==> src/rtl/imem_pkg.sv <==
// Shared types and constants for the instruction-memory responder.
package imem_pkg;

  typedef enum logic [0:0] {
    StClear,
    StServe
  } imem_state_e;

  // Fill word written during CLEAR and returned for unimplemented addresses.
  localparam logic [15:0] NOP_WORD = 16'h0000;

endpackage

==> src/rtl/imem_array.sv <==
// DEPTH x DATA_W storage with one write port and one registered read port.
// A read and a write to the same address in one cycle return the new data.
module imem_array
  import imem_pkg::*;
#(
  parameter int unsigned       ADDR_W = 4,
  parameter int unsigned       DATA_W = 16,
  parameter int unsigned       DEPTH  = 16,
  parameter logic [DATA_W-1:0] NOP    = DATA_W'(NOP_WORD)
) (
  input  logic              clk,
  input  logic              reset,
  input  logic              we,
  input  logic [ADDR_W-1:0] waddr,
  input  logic [DATA_W-1:0] wdata,
  input  logic              re,
  input  logic [ADDR_W-1:0] raddr,
  output logic [DATA_W-1:0] rdata
);

  localparam int unsigned       IdxW   = (DEPTH > 1) ? $clog2(DEPTH) : 1;
  localparam logic [ADDR_W:0]   DepthA = (ADDR_W + 1)'(DEPTH);

  logic [DATA_W-1:0] mem_q [DEPTH];
  logic [DATA_W-1:0] rdata_q, rdata_d;
  logic              rd_hit;
  logic              bypass;

  assign rd_hit = ({1'b0, raddr} < DepthA);
  // Caller only raises we for in-range addresses, so a match implies a real write.
  assign bypass = we && (waddr == raddr);

  // Storage write; contents are initialised by the owner, not by reset.
  always_ff @(posedge clk) begin
    if (we) begin
      mem_q[waddr[IdxW-1:0]] <= wdata;
    end
  end

  // Read data selection: bypass first, then array, else fill word.
  always_comb begin
    rdata_d = NOP;
    if (bypass) begin
      rdata_d = wdata;
    end else if (rd_hit) begin
      rdata_d = mem_q[raddr[IdxW-1:0]];
    end
  end

  // Read register holds its value when no read is issued.
  always_ff @(posedge clk or posedge reset) begin
    if (reset) begin
      rdata_q <= NOP;
    end else if (re) begin
      rdata_q <= rdata_d;
    end
  end

  assign rdata = rdata_q;

endmodule

==> src/rtl/imem_responder.sv <==
// Instruction-memory responder: clears the array after reset, then serves
// single-cycle-latency fetches and accepts program-load writes.
module imem_responder
  import imem_pkg::*;
#(
  parameter int unsigned       ADDR_W = 4,
  parameter int unsigned       DATA_W = 16,
  parameter int unsigned       DEPTH  = 16,
  parameter logic [DATA_W-1:0] NOP    = DATA_W'(NOP_WORD)
) (
  input  logic              clk,
  input  logic              reset,
  input  logic              fetch_req,
  input  logic [ADDR_W-1:0] address_to_memory,
  input  logic              load_en,
  input  logic [ADDR_W-1:0] load_addr,
  input  logic [DATA_W-1:0] load_data,
  output logic [DATA_W-1:0] data_from_memory,
  output logic              data_valid,
  output logic              ready
);

  localparam int unsigned     CntW    = $clog2(DEPTH) + 1;
  localparam logic [CntW-1:0] LastIdx = CntW'(DEPTH - 1);
  localparam logic [ADDR_W:0] DepthA  = (ADDR_W + 1)'(DEPTH);

  imem_state_e       state_q, state_d;
  logic [CntW-1:0]   clr_cnt_q, clr_cnt_d;
  logic              ready_q;
  logic              valid_q;

  logic              serve;
  logic              fetch_en;
  logic              load_ok;
  logic              arr_we;
  logic [ADDR_W-1:0] arr_waddr;
  logic [DATA_W-1:0] arr_wdata;

  assign serve    = (state_q == StServe);
  assign fetch_en = serve && fetch_req;
  // Out-of-range loads are silently dropped.
  assign load_ok  = serve && load_en && ({1'b0, load_addr} < DepthA);

  // Next state, clear counter and write-port mux.
  always_comb begin
    state_d   = state_q;
    clr_cnt_d = clr_cnt_q;
    arr_we    = 1'b0;
    arr_waddr = load_addr;
    arr_wdata = load_data;
    unique case (state_q)
      StClear: begin
        arr_we    = 1'b1;
        arr_waddr = ADDR_W'(clr_cnt_q);
        arr_wdata = NOP;
        clr_cnt_d = clr_cnt_q + CntW'(1);
        if (clr_cnt_q == LastIdx) begin
          state_d = StServe;
        end
      end
      StServe: begin
        arr_we = load_ok;
      end
      default: begin
        state_d = StClear;
      end
    endcase
  end

  // State, counter, ready and valid registers.
  always_ff @(posedge clk or posedge reset) begin
    if (reset) begin
      state_q   <= StClear;
      clr_cnt_q <= '0;
      ready_q   <= 1'b0;
      valid_q   <= 1'b0;
    end else begin
      state_q   <= state_d;
      clr_cnt_q <= clr_cnt_d;
      ready_q   <= (state_d == StServe);
      valid_q   <= fetch_en;
    end
  end

  imem_array #(
    .ADDR_W (ADDR_W),
    .DATA_W (DATA_W),
    .DEPTH  (DEPTH),
    .NOP    (NOP)
  ) u_array (
    .clk   (clk),
    .reset (reset),
    .we    (arr_we),
    .waddr (arr_waddr),
    .wdata (arr_wdata),
    .re    (fetch_en),
    .raddr (address_to_memory),
    .rdata (data_from_memory)
  );

  assign data_valid = valid_q;
  assign ready      = ready_q;

endmodule
==> config.mk <==
export PLATFORM = sky130hd
export DESIGN_NAME = imem_responder
export DESIGN_NICKNAME = d
export VERILOG_FILES = /design/src/rtl/imem_pkg.sv /design/src/rtl/imem_array.sv /design/src/rtl/imem_responder.sv
export SDC_FILE = /design/constraint.sdc
export NUM_CORES = 1
export LEC_CHECK = 0
export ABC_AREA = 1
export CORE_ASPECT_RATIO = 1.75
export CORE_MARGIN = 2
export CORE_UTILIZATION = 30
export CTS_BUF_LIST = sky130_fd_sc_hd__clkbuf_2
export CTS_CLUSTER_DIAMETER = 40
export DETAILED_ROUTE_END_ITERATION = 7
export GPL_ROUTABILITY_DRIVEN = 1
export GPL_TIMING_DRIVEN = 1
export PLACE_DENSITY = 0.47
export SLEW_MARGIN = 10
export SYNTH_ARGS = -nofsm -noshare
export SYNTH_HDL_FRONTEND = slang
export SYNTH_HIERARCHICAL = 1
export SYNTH_SLANG_ARGS = --single-unit
==> constraint.sdc <==
create_clock -name clk -period 2.65 [get_ports clk]
set_input_delay 0.3975 -clock clk [delete_from_list [all_inputs] [get_ports clk]]
set_output_delay 0.3975 -clock clk [all_outputs]
set_load 0.02 [all_outputs]
==> implementation parameters, run 1 <==
Parameter                              Value

Timing
  Setup repair after global routing missed its margin    false
  Post-layout min period    2520 ps
  Number of max-slew violations in the final report    0
  Worst Hold Slack    294 ps
  Final hold violation count    0
  Slew @ Worst Pin    818 ps
  Timing-limited maximum frequency    0.396 GHz
  Total Negative Setup Slacks    0 ps
  Worst Clk Skew    56.3 ps
  Tcrit/Tclk final    95.2%
  Relative slew slack    45.4%
  Setup violations, final    0

Finish
  Net count, final    1359
  Area Growth Syn to Fin    16.2%
  Share of cells above drive strength 1    13.3%
  Final instance count without filler cells    1873

Routing
  DRT iter0 DRCs    490
  Ratio of routed vias to standard cells    4.57
  DRC viols    0
  1st-pass router iterations    4
  Routed WL per cell    18.3 um
  Total wire length    34300 um
  Detailed-route via count    8554
  Detail Route Antenna Nets    0

Clocking
  Number of clock sinks seen by CTS    279
  Clock latency of the later-clocked register in the worst-skew pair    930 ps
  Max Root-Sink Buffers    3
  Clock transition at path regs    110 ps
  H-tree depth    2
  Library cell used as clock root buffer    sky130_fd_sc_hd__clkbuf_2
  Clock tree from TritonCTS    done
  Total CTS buffers    61

Yosys
  Xor/xnor share of the synthesized area    0.144%
  Fraction of the mapped netlist area in compound gates    0.369%
  Area share of fa/ha/maj cells after synthesis    0.205%
  Top cells by area, synth    sky130_fd_sc_hd__edfxtp_1, sky130_fd_sc_hd__nand2_1, sky130_fd_sc_hd__nand3_1, sky130_fd_sc_hd__inv_1, sky130_fd_sc_hd__dfrtp_1
  Flops & latches, synth    279
  Library cell with the highest instance count after synthesis    sky130_fd_sc_hd__nand2_1
  Share of Yosys cell area claimed by the top area cell type    63.0%
  Most frequently used flop master after synthesis    sky130_fd_sc_hd__edfxtp_1
  Unique cell type count in the Yosys netlist    21
  Number of instances in the synthesized netlist    1222
  Yosys warnings    6
  Most used standard cells in the synthesized netlist    sky130_fd_sc_hd__nand2_1, sky130_fd_sc_hd__edfxtp_1, sky130_fd_sc_hd__nand3_1
  Combinational family with the most area after synthesis    simple AND/OR/NAND/NOR gates
  Portion of the post-synthesis area used by sequential elements    67.7%
  Avg Inst Size Synth    9.99 um^2
  Cell type with the largest total area after synthesis    sky130_fd_sc_hd__edfxtp_1
  Synthesized net count    1252
  Post-Synth Simple-Gate Area    23.8%
  Cell area after synthesis    0.0122 mm^2
  Number of flops mapped to enable cells by yosys    256
  Synth async-reset ratio    8.24%
  Share of cell area taken by muxes after synthesis    0%

Global route
  Vias in the first global route    8676
  Wire length of the first global-routing pass    52100 um
  Maximum number of pins on one net before global-route repair    72
  Global route total overflow    0
  Total routing resource utilization after global routing    16.7%
  Antenna violations before repair    1

Min path
  Cells on Worst Hold Path    8
  Hold WC Path Type    in2reg

Pwr
  Logic pwr share    9.5%
  Proportion of total power due to net switching    26.7%
  Leak Pwr    0.00617 uW
  Switching Power    2240 uW
  Share of power burned in registers    58.2%
  Part of the total power dissipated in the clock network    32.3%
  Pwr dens    594 mW/mm^2
  Internal Pwr Total    6170 uW
  Peak supply drop    0.263 mV

Critical path
  WP depth    1
  Critical path buffers and inverters    1
  Master of the slowest instance on the critical path    sky130_fd_sc_hd__clkdlybuf4s50_1
  Largest fanout on the critical path    2
  Worst Setup Start Kind    flop
  Critical Path End Type    output pin
  Crit path largest cell delay    670 ps
  R2R setup slack    440 ps
  Worst path arrival time    2120 ps
  Startpoint-to-endpoint class of the critical path    reg2out
  Data required time of the critical path    2250 ps
  Worst path top cell family by delay    buffers and inverters
  Reg2reg path depth    5
  Sequence of cells on the critical path    clkdlybuf4s50_1

Outcome
  Status    finished, final reports clean

Floorplanning
  Initial core utilization    30.5%
  Number of top-level pins    46
  Placeable core area    0.0401 mm^2
  Die span in x    156 um
  Row Count    97
  Die ar.    0.0424 mm^2
  Die height    271 um

Placed design
  HPWL after DPL    21900 um
  Cell count after placement    1755
  IO buf count    45
  Final estimated routing congestion in global placement    0.784

Run
  Reported max-cap violation count    0
## through the flow
step                      setup slack [ps]  total power [uW]  area [um^2]  util, %
final                                  128              8420        14200     35.4
after CTS                             10.8              8560        14100     35.3
after detailed placement               411              5820        13600     33.8
after global placement                 433              5820        13600     33.8
after floorplan                        294              5420        12200        -
after global routing                  38.2              8840        14200     35.4
## cells in the final DEF (no fill, tap or decap)
master / count
sky130_fd_sc_hd__nand2_1: 469
sky130_fd_sc_hd__clkbuf_2: 96
sky130_fd_sc_hd__clkdlybuf4s50_1: 43
sky130_fd_sc_hd__o21ai_0: 8
sky130_fd_sc_hd__nor2_1: 36
sky130_fd_sc_hd__bufinv_16: 1
sky130_fd_sc_hd__buf_12: 15
sky130_fd_sc_hd__edfxtp_1: 256
sky130_fd_sc_hd__buf_4: 44
sky130_fd_sc_hd__nand3_2: 1
sky130_fd_sc_hd__clkinv_2: 1
sky130_fd_sc_hd__dfrtp_2: 4
sky130_fd_sc_hd__nor3_1: 1
sky130_fd_sc_hd__inv_2: 2
sky130_fd_sc_hd__nor2_2: 17
sky130_fd_sc_hd__inv_4: 1
sky130_fd_sc_hd__dfrtp_1: 19
sky130_fd_sc_hd__o21ai_1: 1
sky130_fd_sc_hd__nand3b_1: 2
sky130_fd_sc_hd__dlygate4sd3_1: 2
sky130_fd_sc_hd__xnor2_1: 2
sky130_fd_sc_hd__diode_2: 1
sky130_fd_sc_hd__buf_2: 1
sky130_fd_sc_hd__ha_1: 2
sky130_fd_sc_hd__or2_1: 2
sky130_fd_sc_hd__nand3_1: 179
sky130_fd_sc_hd__inv_1: 159
sky130_fd_sc_hd__clkinv_1: 13
## state kept, by name (all words and copies together) (netlist names)
| signal | flops |
|---|---|
| clr_cnt_q | 5 |
| u_array/mem_q | 256 |
| u_array/rdata | 16 |
| data_valid | 1 |
| ready | 1 |
## per-layer routing
layer / wire length (um) / GRT usage [%]
met1: 13300 / 18.3
met2: 18600 / 31.2
met3: 1160 / 2.53
met4: 1260 / 7.32
met5: 0 / 0
## repair_timing
item / in CTS / in global routing
setup buffers: 0 / 4
cloned: 0 / 0
gates resized for setup: 4 / 0
hold buffers: 2 / 0
setup endpoints to repair: 4 / 1
pin swaps: 0 / 0
endpoints found under the hold margin: 24 / 0
## power by group through the flow
stage	registers (uW)	logic, uW	clock network, uW
finish	4900	800	2710
CTS	4910	818	2840
detailed placement	5000	813	0
floorplan	5020	398	0
global placement	5000	811	0
global route	4910	881	3050
## area by class of cell
type | instances | area [um^2]
clock inverter | 15 | 83.8
tap | 495 | 619
inverter | 162 | 611
multi-input combinational | 720 | 3030
sequential | 279 | 8270
timing repair buffer | 105 | 1090
antenna | 1 | 2.50
clock buffer | 96 | 480
fill | 4094 | 25900
## worst register-to-register path: stages, from the launching register on
cell and delay, ps:
sky130_fd_sc_hd__dfrtp_2 490, sky130_fd_sc_hd__buf_4 170, sky130_fd_sc_hd__o21ai_0 460, sky130_fd_sc_hd__nand3_1 330, sky130_fd_sc_hd__nor2_2 150, sky130_fd_sc_hd__buf_4 280
## logic make-up after synthesis
kind of cell | Yosys count
and+or+nand+nor | 707
adders and majority gates | 2
xor gates and xnor gates | 2
DFF | 279
AOI/OAI and AO/OA | 9
buffers and inverters | 223
## path summary, 6_finish.rpt
check                                      from               endpoint
max                            u_array/rdata[9]    data_from_memory[9]
max in group asynchronous                 reset       u_array/rdata[8]
min reg2reg                        clr_cnt_q[3]           clr_cnt_q[3]
min                        address_to_memory[1]      u_array/rdata[13]
min in group asynchronous                 reset             data_valid
max reg2reg                               ready  u_array/mem_q[12][12]
(Power assumes the default switching activity.)
==> inputs of run 2 (changes only) <==
==> constraint.sdc (replaced) <==
create_clock -name clk -period 2.5 [get_ports clk]
set_input_delay 0.375 -clock clk [delete_from_list [all_inputs] [get_ports clk]]
set_output_delay 0.375 -clock clk [all_outputs]
set_load 0.02 [all_outputs]
==> implementation parameters, run 2 (synthesis results as in run 1) <==
Parameter                              Value

Global route
  Global route total overflow    0 (unchanged)
  Wire length of the first global-routing pass    52000 um (-0.16%)
  Maximum number of pins on one net before global-route repair    79 (+9.7%)
  Total routing resource utilization after global routing    16.6% (-0.11 points)
  Antenna violations before repair    1 (unchanged)
  Vias in the first global route    8769 (+1.1%)

Routing
  Detail Route Antenna Nets    0 (unchanged)
  1st-pass router iterations    5 (+1)
  Detailed-route via count    8490 (-0.75%)
  Routed WL per cell    18.2 um (-0.83%)
  Ratio of routed vias to standard cells    4.50 (-1.5%)
  Total wire length    34300 um (about the same)
  DRT iter0 DRCs    426 (-13%)
  DRC viols    0 (unchanged)

Finish
  Share of cells above drive strength 1    14.1% (+0.80 points)
  Area Growth Syn to Fin    17.3%
  Max FFs per register    256 (unchanged)
  Filler cell count in the final layout    4173 (+1.9%)
  Area of all placed cells without fillers    0.0143 mm^2 (+1.0%)
  End-of-flow core utilization    35.8% (+0.35 points)
  Highest-count cells in the layout ignoring fill and taps    sky130_fd_sc_hd__nand2_1, sky130_fd_sc_hd__edfxtp_1, sky130_fd_sc_hd__nand3_1
  Net count, final    1370 (+0.81%)
  Most common cell after layout, fill and taps aside    sky130_fd_sc_hd__nand2_1

Timing
  Timing-limited maximum frequency    0.413 GHz
  Slew @ Worst Pin    805 ps (-13.3 ps)
  Worst Clk Skew    69.3 ps (+13.0 ps)
  Relative slew slack    46.3% (+0.89 points)
  Setup repair after global routing missed its margin    false
  Tcrit/Tclk final    96.9%
  Worst Hold Slack    171 ps (-123 ps)
  Total Negative Setup Slacks    0 ps (unchanged)
  Final hold violation count    0 (unchanged)
  Number of max-slew violations in the final report    0 (unchanged)
  Setup violations, final    0 (unchanged)
  Post-layout min period    2420 ps

Clocking
  Max Root-Sink Buffers    3 (unchanged)
  Clock transition at path regs    130 ps (+20 ps)
  Number of clock sinks seen by CTS    279 (unchanged)
  H-tree depth    2 (unchanged)
  Post-CTS setup buffer count    0 (unchanged)
  Library cell used as clock root buffer    sky130_fd_sc_hd__clkbuf_2
  Clock latency of the later-clocked register in the worst-skew pair    950 ps (+20 ps)
  Clock tree from TritonCTS    done
  Total CTS buffers    61 (unchanged)

Floorplanning
  Row Count    97 (unchanged)
  Die ar.    0.0424 mm^2 (unchanged)
  Die span in x    156 um (unchanged)
  Initial core utilization    30.5% (unchanged)
  Number of top-level pins    46 (unchanged)
  Die height    271 um (unchanged)
  Placeable core area    0.0401 mm^2 (unchanged)

Placed design
  HPWL after DPL    22300 um (+1.8%)
  Final estimated routing congestion in global placement    0.816 (+4.1%)
  Area of placed instances    0.0137 mm^2 (+0.83%)
  IO buf count    45 (unchanged)

Outcome
  Status    finished, final reports clean

Min path
  Hold WC Path Type    in2reg

Critical path
  Crit path largest cell delay    640 ps (-30 ps)
  Critical Path End Type    output pin
  Critical path buffers and inverters    1 (unchanged)
  Startpoint-to-endpoint class of the critical path    reg2out
  Worst Setup Start Kind    flop
  Data required time of the critical path    2120 ps (-130 ps)
  Largest fanout on the critical path    2 (unchanged)
  Sequence of cells on the critical path    clkdlybuf4s50_1
  Master of the slowest instance on the critical path    sky130_fd_sc_hd__clkdlybuf4s50_1
  Worst path top cell family by delay    buffers and inverters
  Worst path arrival time    2050 ps (-70 ps)

Pwr
  Pwr dens    640 mW/mm^2 (+7.8%)
  Peak supply drop    0.545 mV (+110%)
  Leak Pwr    0.00626 uW (+1.5%)

Run
  Reported max-cap violation count    0 (unchanged)
==> run 2: changes by cell type in the layout (fill, tap and decap cells not counted), sizes merged <==
cell	before	now
clkdlybuf4s50	43	40
dlygate4sd2	0	3
clkinv	14	22
clkbuf	96	88
bufinv	1	3
buf	60	71
inv	162	163
==> run 2: final timing paths <==
check	start	end	slack, ps	cells after the start
min in group asynchronous	reset	data_valid	290	3
setup / recovery	u_array/rdata[10]	data_from_memory[10]	80	1
hold / removal	address_to_memory[0]	u_array/rdata[0]	170	10
setup reg to reg	ready	u_array/mem_q[10][9]	430	4
hold reg to reg	clr_cnt_q[3]	clr_cnt_q[3]	480	2
max in group asynchronous	reset	u_array/rdata[5]	1830	4
==> run 2: repair_timing <==
item,CTS,global route
resized for setup,7,0
hold buffers,2,0
endpoints found under the setup margin,6,0
hold endpoints to repair,24,0
==> run 2: report_power, final <==
group	internal (uW)	switching (uW)	total, uW
logic	296	564	860
clock network	1270	1820	3100
registers	5150	51.9	5200
total	6720	2440	9160
==> run 2: cell type report <==
type / count / area (um^2) / area share [%]
Clock buffer: 88 / 440 / 3.08
Clock inverter: 26 / 186 / 1.30
Antenna cell: 1 / 2.50 / 0.0175
Timing Repair Buffer: 116 / 1160 / 8.13
Multi-Input combinational cell: 720 / 3030 / 21.1
Inverter: 162 / 611 / 4.26
Sequential cell: 279 / 8270 / 57.7
Tap cell: 495 / 619 / 4.33
==> run 2: metal layers <==
metal | part of all wire (%) | wire length [um] | track usage [%]
met4 | 4.4 | 1500 | 8.02
met5 | 0 | 0 | 0
met2 | 54 | 18600 | 31.3
met1 | 38 | 13100 | 17.8
met3 | 3.2 | 1080 | 2.19
==> run 2: per-stage QoR <==
step           std cells  worst slack (ps)  power, uW
3_3_place_gp        1770               249       6180
6_report            1887              77.8       9160
4_1_cts             1886              3.17       9310
5_1_grt             1887              21.4       9560
2_1_floorplan       1222               144       5740
3_5_place_dp        1770               255       6180
